### src/rtl/mips_ctrl_pkg.sv
// Shared encodings for the multi-cycle MIPS control FSM: state codes,
// opcode/funct values, ALU control codes, mux select encodings, and the
// per-state control word.
package mips_ctrl_pkg;

  typedef enum logic [3:0] {
    IDLE    = 4'd0,
    FETCH   = 4'd1,
    DECODE  = 4'd2,
    MEMADR  = 4'd3,
    MEMRD   = 4'd4,
    MEMWB   = 4'd5,
    MEMWR   = 4'd6,
    EXEC    = 4'd7,
    ALUWB   = 4'd8,
    BRANCH  = 4'd9,
    ADDIEX  = 4'd10,
    ADDIWB  = 4'd11,
    JUMP    = 4'd12,
    ILLEGAL = 4'd13
  } state_t;

  // opcodes
  localparam logic [5:0] OP_RTYPE = 6'b000000;
  localparam logic [5:0] OP_LW    = 6'b100011;
  localparam logic [5:0] OP_SW    = 6'b101011;
  localparam logic [5:0] OP_BEQ   = 6'b000100;
  localparam logic [5:0] OP_ADDI  = 6'b001000;
  localparam logic [5:0] OP_J     = 6'b000010;

  // R-type funct codes
  localparam logic [5:0] FN_ADD = 6'b100000;
  localparam logic [5:0] FN_SUB = 6'b100010;
  localparam logic [5:0] FN_AND = 6'b100100;
  localparam logic [5:0] FN_OR  = 6'b100101;
  localparam logic [5:0] FN_SLT = 6'b101010;

  // ALU control codes
  localparam logic [2:0] ALU_ADD = 3'b010;
  localparam logic [2:0] ALU_SUB = 3'b110;
  localparam logic [2:0] ALU_AND = 3'b000;
  localparam logic [2:0] ALU_OR  = 3'b001;
  localparam logic [2:0] ALU_SLT = 3'b111;

  // ALU operation class handed to the decoder; NONE drives alu_ctl to 0
  localparam logic [1:0] AOP_NONE  = 2'b00;
  localparam logic [1:0] AOP_ADD   = 2'b01;
  localparam logic [1:0] AOP_SUB   = 2'b10;
  localparam logic [1:0] AOP_FUNCT = 2'b11;

  // alu_src_b selects
  localparam logic [1:0] SRCB_B     = 2'b00;
  localparam logic [1:0] SRCB_FOUR  = 2'b01;
  localparam logic [1:0] SRCB_IMM   = 2'b10;
  localparam logic [1:0] SRCB_IMMSH = 2'b11;

  // pc_src selects
  localparam logic [1:0] PCSRC_ALU    = 2'b00;
  localparam logic [1:0] PCSRC_ALUOUT = 2'b01;
  localparam logic [1:0] PCSRC_JUMP   = 2'b10;

  typedef struct packed {
    logic       pc_write;
    logic       branch;
    logic       ir_write;
    logic       i_or_d;
    logic       mem_read;
    logic       mem_write;
    logic       mem_to_reg;
    logic       reg_dst;
    logic       reg_write;
    logic       alu_src_a;
    logic [1:0] alu_src_b;
    logic [1:0] pc_src;
    logic [1:0] alu_op;
    logic       instr_done;
    logic       illegal_op;
  } ctl_t;

  // Control word asserted while the FSM sits in state s; anything not
  // listed for a state stays 0.
  function automatic ctl_t ctl_of(state_t s);
    ctl_t c;
    c = '0;
    case (s)
      FETCH: begin
        c.mem_read  = 1'b1;
        c.ir_write  = 1'b1;
        c.pc_write  = 1'b1;
        c.alu_src_b = SRCB_FOUR;
        c.alu_op    = AOP_ADD;
        c.pc_src    = PCSRC_ALU;
      end
      DECODE: begin
        c.alu_src_b = SRCB_IMMSH;
        c.alu_op    = AOP_ADD;
      end
      MEMADR: begin
        c.alu_src_a = 1'b1;
        c.alu_src_b = SRCB_IMM;
        c.alu_op    = AOP_ADD;
      end
      MEMRD: begin
        c.mem_read = 1'b1;
        c.i_or_d   = 1'b1;
      end
      MEMWB: begin
        c.reg_write  = 1'b1;
        c.mem_to_reg = 1'b1;
        c.instr_done = 1'b1;
      end
      MEMWR: begin
        c.mem_write  = 1'b1;
        c.i_or_d     = 1'b1;
        c.instr_done = 1'b1;
      end
      EXEC: begin
        c.alu_src_a = 1'b1;
        c.alu_src_b = SRCB_B;
        c.alu_op    = AOP_FUNCT;
      end
      ALUWB: begin
        c.reg_write  = 1'b1;
        c.reg_dst    = 1'b1;
        c.instr_done = 1'b1;
      end
      BRANCH: begin
        c.alu_src_a  = 1'b1;
        c.alu_src_b  = SRCB_B;
        c.alu_op     = AOP_SUB;
        c.branch     = 1'b1;
        c.pc_src     = PCSRC_ALUOUT;
        c.instr_done = 1'b1;
      end
      ADDIEX: begin
        c.alu_src_a = 1'b1;
        c.alu_src_b = SRCB_IMM;
        c.alu_op    = AOP_ADD;
      end
      ADDIWB: begin
        c.reg_write  = 1'b1;
        c.instr_done = 1'b1;
      end
      JUMP: begin
        c.pc_write   = 1'b1;
        c.pc_src     = PCSRC_JUMP;
        c.instr_done = 1'b1;
      end
      ILLEGAL: begin
        c.illegal_op = 1'b1;
        c.instr_done = 1'b1;
      end
      default: c = '0;
    endcase
    return c;
  endfunction

endpackage

### src/rtl/mips_multicycle_ctrl_alu_decoder.sv
// ALU control decoder: maps the FSM's ALU operation class plus the
// instruction funct field onto the ALU control code. Unknown funct
// values fall back to add.
module mips_alu_decoder #(
  parameter int OP_W     = 6,
  parameter int ALUCTL_W = 3
) (
  input  logic [1:0]          alu_op,
  input  logic [OP_W-1:0]     funct,
  output logic [ALUCTL_W-1:0] alu_ctl
);
  import mips_ctrl_pkg::*;

  // pick the ALU code from the op class, consulting funct for R-type
  always_comb begin
    alu_ctl = '0;
    case (alu_op)
      AOP_ADD: alu_ctl = ALUCTL_W'(ALU_ADD);
      AOP_SUB: alu_ctl = ALUCTL_W'(ALU_SUB);
      AOP_FUNCT: begin
        case (funct)
          OP_W'(FN_ADD): alu_ctl = ALUCTL_W'(ALU_ADD);
          OP_W'(FN_SUB): alu_ctl = ALUCTL_W'(ALU_SUB);
          OP_W'(FN_AND): alu_ctl = ALUCTL_W'(ALU_AND);
          OP_W'(FN_OR):  alu_ctl = ALUCTL_W'(ALU_OR);
          OP_W'(FN_SLT): alu_ctl = ALUCTL_W'(ALU_SLT);
          default:       alu_ctl = ALUCTL_W'(ALU_ADD);
        endcase
      end
      default: alu_ctl = '0;
    endcase
  end

endmodule

### src/rtl/mips_multicycle_ctrl.sv
// Multi-cycle MIPS control FSM. Moore machine: the control word is
// registered from the next state so every strobe leaves a flop; pc_en
// folds in the live ALU zero flag and alu_ctl decodes the live funct.
// Optional feature macro: MIPS_MEM_WAIT_EN -- FETCH/MEMRD/MEMWR hold until
// mem_ready, and the FETCH register updates fire only in the ready cycle.
module mips_multicycle_ctrl #(
  parameter int OP_W     = 6,
  parameter int ALUCTL_W = 3
) (
  input  logic                clk,
  input  logic                rst_n,
  input  logic [OP_W-1:0]     opcode,
  input  logic [OP_W-1:0]     funct,
  input  logic                zero,
  input  logic                mem_ready,
  output logic                pc_en,
  output logic                ir_write,
  output logic                i_or_d,
  output logic                mem_read,
  output logic                mem_write,
  output logic                mem_to_reg,
  output logic                reg_dst,
  output logic                reg_write,
  output logic                alu_src_a,
  output logic [1:0]          alu_src_b,
  output logic [1:0]          pc_src,
  output logic [ALUCTL_W-1:0] alu_ctl,
  output logic                instr_done,
  output logic                illegal_op,
  output logic [3:0]          state
);
  import mips_ctrl_pkg::*;

  state_t st, ns;
  ctl_t   ctl;
  logic   mem_hold;

`ifdef MIPS_MEM_WAIT_EN
  assign mem_hold = ~mem_ready;
`else
  logic unused_mem_ready;
  assign unused_mem_ready = mem_ready;
  assign mem_hold         = 1'b0;
`endif

  // next-state selection; opcode only matters in DECODE and MEMADR
  always_comb begin
    ns = st;
    case (st)
      IDLE:   ns = FETCH;
      FETCH:  ns = mem_hold ? FETCH : DECODE;
      DECODE: begin
        if (opcode == OP_W'(OP_LW) || opcode == OP_W'(OP_SW)) ns = MEMADR;
        else if (opcode == OP_W'(OP_RTYPE))                   ns = EXEC;
        else if (opcode == OP_W'(OP_BEQ))                     ns = BRANCH;
        else if (opcode == OP_W'(OP_ADDI))                    ns = ADDIEX;
        else if (opcode == OP_W'(OP_J))                       ns = JUMP;
        else                                                  ns = ILLEGAL;
      end
      MEMADR:  ns = (opcode == OP_W'(OP_SW)) ? MEMWR : MEMRD;
      MEMRD:   ns = mem_hold ? MEMRD : MEMWB;
      MEMWB:   ns = FETCH;
      MEMWR:   ns = mem_hold ? MEMWR : FETCH;
      EXEC:    ns = ALUWB;
      ALUWB:   ns = FETCH;
      BRANCH:  ns = FETCH;
      ADDIEX:  ns = ADDIWB;
      ADDIWB:  ns = FETCH;
      JUMP:    ns = FETCH;
      ILLEGAL: ns = FETCH;
      default: ns = IDLE;
    endcase
  end

  // state and registered control word; reset clears both at once so no
  // strobe outlives an aborted instruction
  always_ff @(posedge clk or negedge rst_n) begin
    if (!rst_n) begin
      st  <= IDLE;
      ctl <= '0;
    end else begin
      st  <= ns;
      ctl <= ctl_of(ns);
    end
  end

  // While memory stalls, the registers fed by FETCH and the MEMWR
  // completion pulse must wait for the ready cycle; strobes stay up.
  logic stall_fetch, stall_wr;
  assign stall_fetch = ctl.ir_write  & mem_hold;
  assign stall_wr    = ctl.mem_write & mem_hold;

  assign pc_en      = (ctl.pc_write & ~stall_fetch) | (ctl.branch & zero);
  assign ir_write   = ctl.ir_write & ~stall_fetch;
  assign i_or_d     = ctl.i_or_d;
  assign mem_read   = ctl.mem_read;
  assign mem_write  = ctl.mem_write;
  assign mem_to_reg = ctl.mem_to_reg;
  assign reg_dst    = ctl.reg_dst;
  assign reg_write  = ctl.reg_write;
  assign alu_src_a  = ctl.alu_src_a;
  assign alu_src_b  = ctl.alu_src_b;
  assign pc_src     = ctl.pc_src;
  assign instr_done = ctl.instr_done & ~stall_wr;
  assign illegal_op = ctl.illegal_op;
  assign state      = st;

  mips_alu_decoder #(.OP_W(OP_W), .ALUCTL_W(ALUCTL_W)) u_aludec (
    .alu_op  (ctl.alu_op),
    .funct   (funct),
    .alu_ctl (alu_ctl)
  );

endmodule

### config.mk
export PLATFORM = sky130hd
export DESIGN_NAME = mips_multicycle_ctrl
export DESIGN_NICKNAME = d
export VERILOG_FILES = /design/src/rtl/mips_ctrl_pkg.sv /design/src/rtl/mips_multicycle_ctrl_alu_decoder.sv /design/src/rtl/mips_multicycle_ctrl.sv
export SDC_FILE = /design/constraint.sdc
export NUM_CORES = 1
export LEC_CHECK = 0
export ABC_CLOCK_PERIOD_IN_PS = 2800
export CAP_MARGIN = 5
export CORE_MARGIN = 2
export CORE_UTILIZATION = 46
export CTS_BUF_LIST = sky130_fd_sc_hd__clkbuf_8
export DETAILED_ROUTE_END_ITERATION = 8
export GPL_TIMING_DRIVEN = 0
export PLACE_DENSITY = 0.79
export SLEW_MARGIN = 20
export SYNTH_ARGS = -nofsm -noshare
export SYNTH_HDL_FRONTEND = slang
export SYNTH_SLANG_ARGS = --single-unit
### constraint.sdc
create_clock -name clk -period 2.8 [get_ports clk]
set_clock_uncertainty 0.15 [all_clocks]
set_input_delay 0.42 -clock clk [delete_from_list [all_inputs] [get_ports clk]]
set_output_delay 0.42 -clock clk [all_outputs]
set_load 0.05 [all_outputs]
==> results of run 1 <==
==> critical path, delay by kind of cell <==
kind                   cells  cell delay (ns)
AO/OA/AOI/OAI              1             0.12
buffers and inverters      2             1.16
AND/OR/NAND/NOR            2             0.39
==> through the flow <==
stage	std cells	util	setup WS (ns)	total power, mW
2_1_floorplan	112	-	0.370	1.41
3_3_place_gp	176	0.666	-0.00958	1.75
3_5_place_dp	176	0.666	-0.117	1.78
4_1_cts	180	0.686	0.0167	1.97
5_1_grt	180	0.687	0.0000211	2.11
6_report	180	0.687	0.138	1.96
==> power by group through the flow <==
stage / sequential (mW) / combinational [mW] / clock [mW]
floorplan: 0.712 / 0.696 / 0
global placement: 0.469 / 1.28 / 0
detailed placement: 0.475 / 1.30 / 0
CTS: 0.470 / 1.31 / 0.189
global route: 0.482 / 1.42 / 0.211
finish: 0.467 / 1.31 / 0.184
==> routing by layer <==
layer | track usage | vias to the layer above
met1 | 0.268 | 477
met2 | 0.365 | 40
met5 | 0 | -
met3 | 0.0339 | 4
li1 | - | 478
met4 | 0.0940 | 0
==> logic make-up (layout without fill, tap and decap cells) <==
| group | count (synthesis) | after routing | share of synthesized area |
|---|---|---|---|
| buf+inv | 17 | 57 | 0.0768 |
| flops | 21 | 21 | 0.475 |
| compound gates | 25 | 25 | 0.192 |
| simple gates | 44 | 44 | 0.214 |
| xor+xnor | 3 | 3 | 0.0237 |
| mux | 2 | 2 | 0.0192 |
==> area by class of cell <==
class	count	area [µm²]	area share
flip-flops and latches	21	526	0.339
multi-input cells	74	497	0.321
repair buffers	36	362	0.233
plain buffers	10	56.3	0.0363
clock buffers	3	41.3	0.0267
well taps	28	35.0	0.0226
inverters	7	28.8	0.0186
clock inverters	1	3.75	0.00242
==> layout by cell type (no fill, tap or decap), drive strengths merged, types with 5 or more instances in the layout <==
cell and instances:
clkdlybuf4s50 34, dfrtp 21, nor2 8, inv 8, buf 7, nor3 6
nand2 6, o21ai 6, clkbuf 6, nand2b 5
==> path summary, 6_finish.rpt <==
| check | from | to | cells after the start |
|---|---|---|---|
| setup / recovery | funct[2] | alu_ctl[1] | 5 |
| max in group asynchronous | rst_n | mem_to_reg$_DFF_PN0_ | 1 |
| min in group clk | state[2]$_DFF_PN0_ | reg_write$_DFF_PN0_ | 2 |
| hold reg to reg | state[2]$_DFF_PN0_ | reg_write$_DFF_PN0_ | 2 |
| setup reg to reg | state[0]$_DFF_PN0_ | alu_src_a$_DFF_PN0_ | 6 |
| hold / removal | rst_n | state[3]$_DFF_PN0_ | 1 |
==> metrics, run 1 <==
WL per Instance=14.2 µm; post-synthesis instance total=112; Yosys top cell area share=0.475; final wirelength=2.55 mm; count leader, synth=dfrtp_1; DR iter-0 viols=26; top_reg_cell synth=dfrtp_1; design area=0.00155 mm²; Reg power frac=0.238; synth cell count leaders=21 x dfrtp_1, 8 x nor2_1, 6 x inv_1, 6 x nand2_1, 6 x nor3_1; Final GP Congestion=0.836; Startpoint Class=input pin; Post-synth EDFFs=0; gr ovfl total=0; core area=0.00225 mm²; r2r setup slk=0.36 ns; Synth Area per Inst=9.89 µm²; # resized after CTS=1; HP Class=input pin to asynchronous set/reset pin; register area share after synthesis=0.475; Synth Register Bits=21; die height=53.1 µm; Antenna Nets Post-Route=0; outcome=completed; # IOs=38; Slew Limit Fails=0; vias after detailed routing=999; CTS clk-pin slew, worst paths=0.07 ns; CTS sink cnt=21; Synth warnings=0; Req. time, crit path=2.23 ns; crit path cell chain=clkdlybuf4s50_1, nor3b_1, nand4_1, o21a_1, clkdlybuf4s50_1; met2 wire length=1.31 mm; Pint=0.973 mW; row count=17; top routing layer in use=met4; Bufs on Longest Clock Path=2; syn_nets=128; RSZ-0062 raised after global routing=no; drt drc=0; gr usage total=0.215; Die Span X=53.1 µm; Peak Freq=376 MHz; area grow syn2layout=39.9%; initial antenna violation count=0; combinational share of power=0.668; Final Cycle Share=0.951; Final Setup Violations=0; number of global-route vias before repair=921; Fin Setup TNS=0 ns; die footprint=0.00282 mm²; Setup Fix Bufs, Post-CTS=0; cts bufs inserted=3; WL met1=1.05 mm; drt first pass iters=4; P per Cell Area=1270 mW/mm²; Synth cell types=45; Post-DP HPWL=1.93 mm; number of diodes=0; Worst path max stage delay=0.69 ns; crit path max-delay cell type=clkdlybuf4s50_1; CTS H-tree lvls=1; Final nets=169; static leakage=0.690 nW; Crit. End Element=output pin; normalized max-slew margin=0.397; WL met3=155 µm; Starting Density=0.491; Hold Buf Count CTS=0; Max-Cap Viols=0; worst skew pair latency=0.26 ns; Placement Cell Area=0.00150 mm²; number of fill cells=194; Vias per Instance=5.55; switching power total=0.992 mW; crit-path most repeated cell=clkdlybuf4s50_1; first-pass GRT wire length=4.26 mm; root buffer cell=clkbuf_8; largest net degree at the start of global routing=22; clock share of power=0.094; ranking of synthesized cells by area=dfrtp_1 47%, nand2b_1 2.8%, nor3_1 2.7%, buf_4 2.7%, nor2_1 2.7%; CTS tree=yes; Syn Std Cell Area=0.00111 mm²; worst-path maximum fanout=2; Post-synth ARST share=1.00; fin crit period=2.66 ns; layout cell share with drive strength beyond 1=0.118; Port Buffers=36; critical path class=input pin to output pin; post-synth top area cell=dfrtp_1; Slew @ Worst Pin=0.901 ns; max reg flops=4; Switching Share=0.505; crit path DAT=2.09 ns; Worst VDD drop=0.793 mV; WHS=0.518 ns; Final Hold Viols=0
Note: power is estimated with default switching activity, not from simulation.
==> inputs of run 2 (changes only) <==
--- a/config.mk
+++ b/config.mk
@@ -11,7 +11,6 @@
 export CORE_UTILIZATION = 46
 export CTS_BUF_LIST = sky130_fd_sc_hd__clkbuf_8
 export DETAILED_ROUTE_END_ITERATION = 8
-export GPL_TIMING_DRIVEN = 0
 export PLACE_DENSITY = 0.79
 export SLEW_MARGIN = 20
 export SYNTH_ARGS = -nofsm -noshare
==> run 2 against run 1 <==
Net effect:
- non-clock buffer count is 6 lower
- sequential cell count did not move
- worst setup slack improved by 0.15 ns
- sequential power is 13% higher
- die area unchanged
- first-iteration DRC count decreased by 38%
- final cell count down 3.3%
- worst hold slack got worse by 0.18 ns
- fmax up 6.1%
- wire length decreased by 0.82%
- clock power is 5% higher
- critical path depth is 1 higher
==> metrics, run 2 (same netlist as run 1, synthesis figures left out) <==
Hold Buf Count CTS=0; cts bufs inserted=3; CTS H-tree lvls=1; initial antenna violation count=0; crit path cell chain=clkdlybuf4s50_1, or3_1, o32a_1, a311oi_4, nand2_1, a311o_1; P per Cell Area=1270 mW/mm²; Post-DP HPWL=1.90 mm; Bufs on Longest Clock Path=2; worst-path maximum fanout=4; most frequent cells in the layout=33 x clkdlybuf4s50_1, 21 x dfrtp_1, 8 x nor2_1; core area=0.00225 mm²; drt drc=0; design area=0.00154 mm²; # resized after CTS=0; HP Class=input pin to asynchronous set/reset pin; final wirelength=2.53 mm; area grow syn2layout=39.1%; RSZ-0062 raised after global routing=no; Port Buffers=36; number of fill cells=190; gr usage total=0.207; critical path class=input pin to register; fin crit period=2.51 ns; Antenna Nets Post-Route=0; Switching Share=0.505; clock share of power=0.099; gr ovfl total=0; # IOs=38; drt first pass iters=4; vias after detailed routing=977; outcome=completed; crit path DAT=2.50 ns; die height=53.1 µm; Starting Density=0.491; Worst path max stage delay=0.46 ns; Final Hold Viols=0; Worst VDD drop=0.730 mV; max reg flops=4; Vias per Instance=5.61; root buffer cell=clkbuf_8; number of global-route vias before repair=955; WL per Instance=14.5 µm; Final nets=163; Max-Cap Viols=0; combinational share of power=0.633; Final GP Congestion=0.792; worst skew pair latency=0.26 ns; Crit. End Element=register; crit path max-delay cell type=clkdlybuf4s50_1; largest net degree at the start of global routing=22; die footprint=0.00282 mm²; Top delay family on crit path=compound AO/OA/AOI/OAI gates; first-pass GRT wire length=4.12 mm; Setup Fix Bufs, Post-CTS=0; Startpoint Class=input pin; Req. time, crit path=2.79 ns; layout cell share with drive strength beyond 1=0.130; Slew @ Worst Pin=0.586 ns; Final Setup Violations=0; Peak Freq=399 MHz; Pint=0.970 mW; commonest non-fill, non-tap cell in the layout=clkdlybuf4s50_1; CTS sink cnt=21; Placement Cell Area=0.00149 mm²; Fin Setup TNS=0 ns; CTS tree=yes; pre-CTS WS=0.0113 ns; Slew Limit Fails=0; Final WS setup=0.292 ns; normalized max-slew margin=0.610; number of diodes=0; CTS clk-pin slew, worst paths=0.07 ns; Reg power frac=0.269; crit path buf inv count=1; static leakage=0.655 nW; switching power total=0.989 mW; Die Span X=53.1 µm; DR iter-0 viols=16; row count=17; Final Cycle Share=0.896
[run 2: per-stage QoR]
stage | instances | hold WS (ns) | total power [mW] | utilization
floorplan | 112 | -0.0256 | 1.41 | -
global placement | 170 | 0.598 | 1.73 | 0.663
detailed placement | 170 | 0.619 | 1.77 | 0.663
CTS | 174 | 0.340 | 1.97 | 0.683
global route | 174 | 0.379 | 2.08 | 0.683
finish | 174 | 0.337 | 1.96 | 0.683
[run 2: final timing paths]
kind	from	to	slack, ns	cells after the start
worst max-delay path	opcode[0]	instr_done$_DFF_PN0_	0.29	6
worst min-delay path	rst_n	state[2]$_DFF_PN0_	0.34	2
worst max register to register	state[1]$_DFF_PN0_	alu_src_a$_DFF_PN0_	0.60	5
worst min register to register	state[1]$_DFF_PN0_	state[3]$_DFF_PN0_	0.65	2
max in group asynchronous	rst_n	illegal_op$_DFF_PN0_	1.96	2
min in group clk	state[1]$_DFF_PN0_	state[3]$_DFF_PN0_	0.65	2
[run 2: area by class of cell]
class                   count  area, µm²  area share
clock inverters             1       5.00     0.00325
inverters                   7       28.8      0.0187
flip-flops and latches     21        526       0.341
repair buffers             40        408       0.265
multi-input cells          74        497       0.323
well taps                  28       35.0      0.0227
clock buffers               3       41.3      0.0268
[run 2: power by group through the flow]
stage               clock network [mW]  logic [mW]  registers (mW)
floorplan                            0       0.696           0.712
global placement                     0        1.21           0.521
detailed placement                   0        1.24           0.529
CTS                              0.199        1.24           0.524
global route                     0.211        1.32           0.545
finish                           0.193        1.24           0.526
[run 2: routing by layer]
metal,vias to the layer above,global-route usage,wire [µm]
met5,-,0,0
met2,27,0.354,1290
met1,479,0.252,1050
met3,5,0.0226,118
met4,0,0.115,65
li1,466,-,-
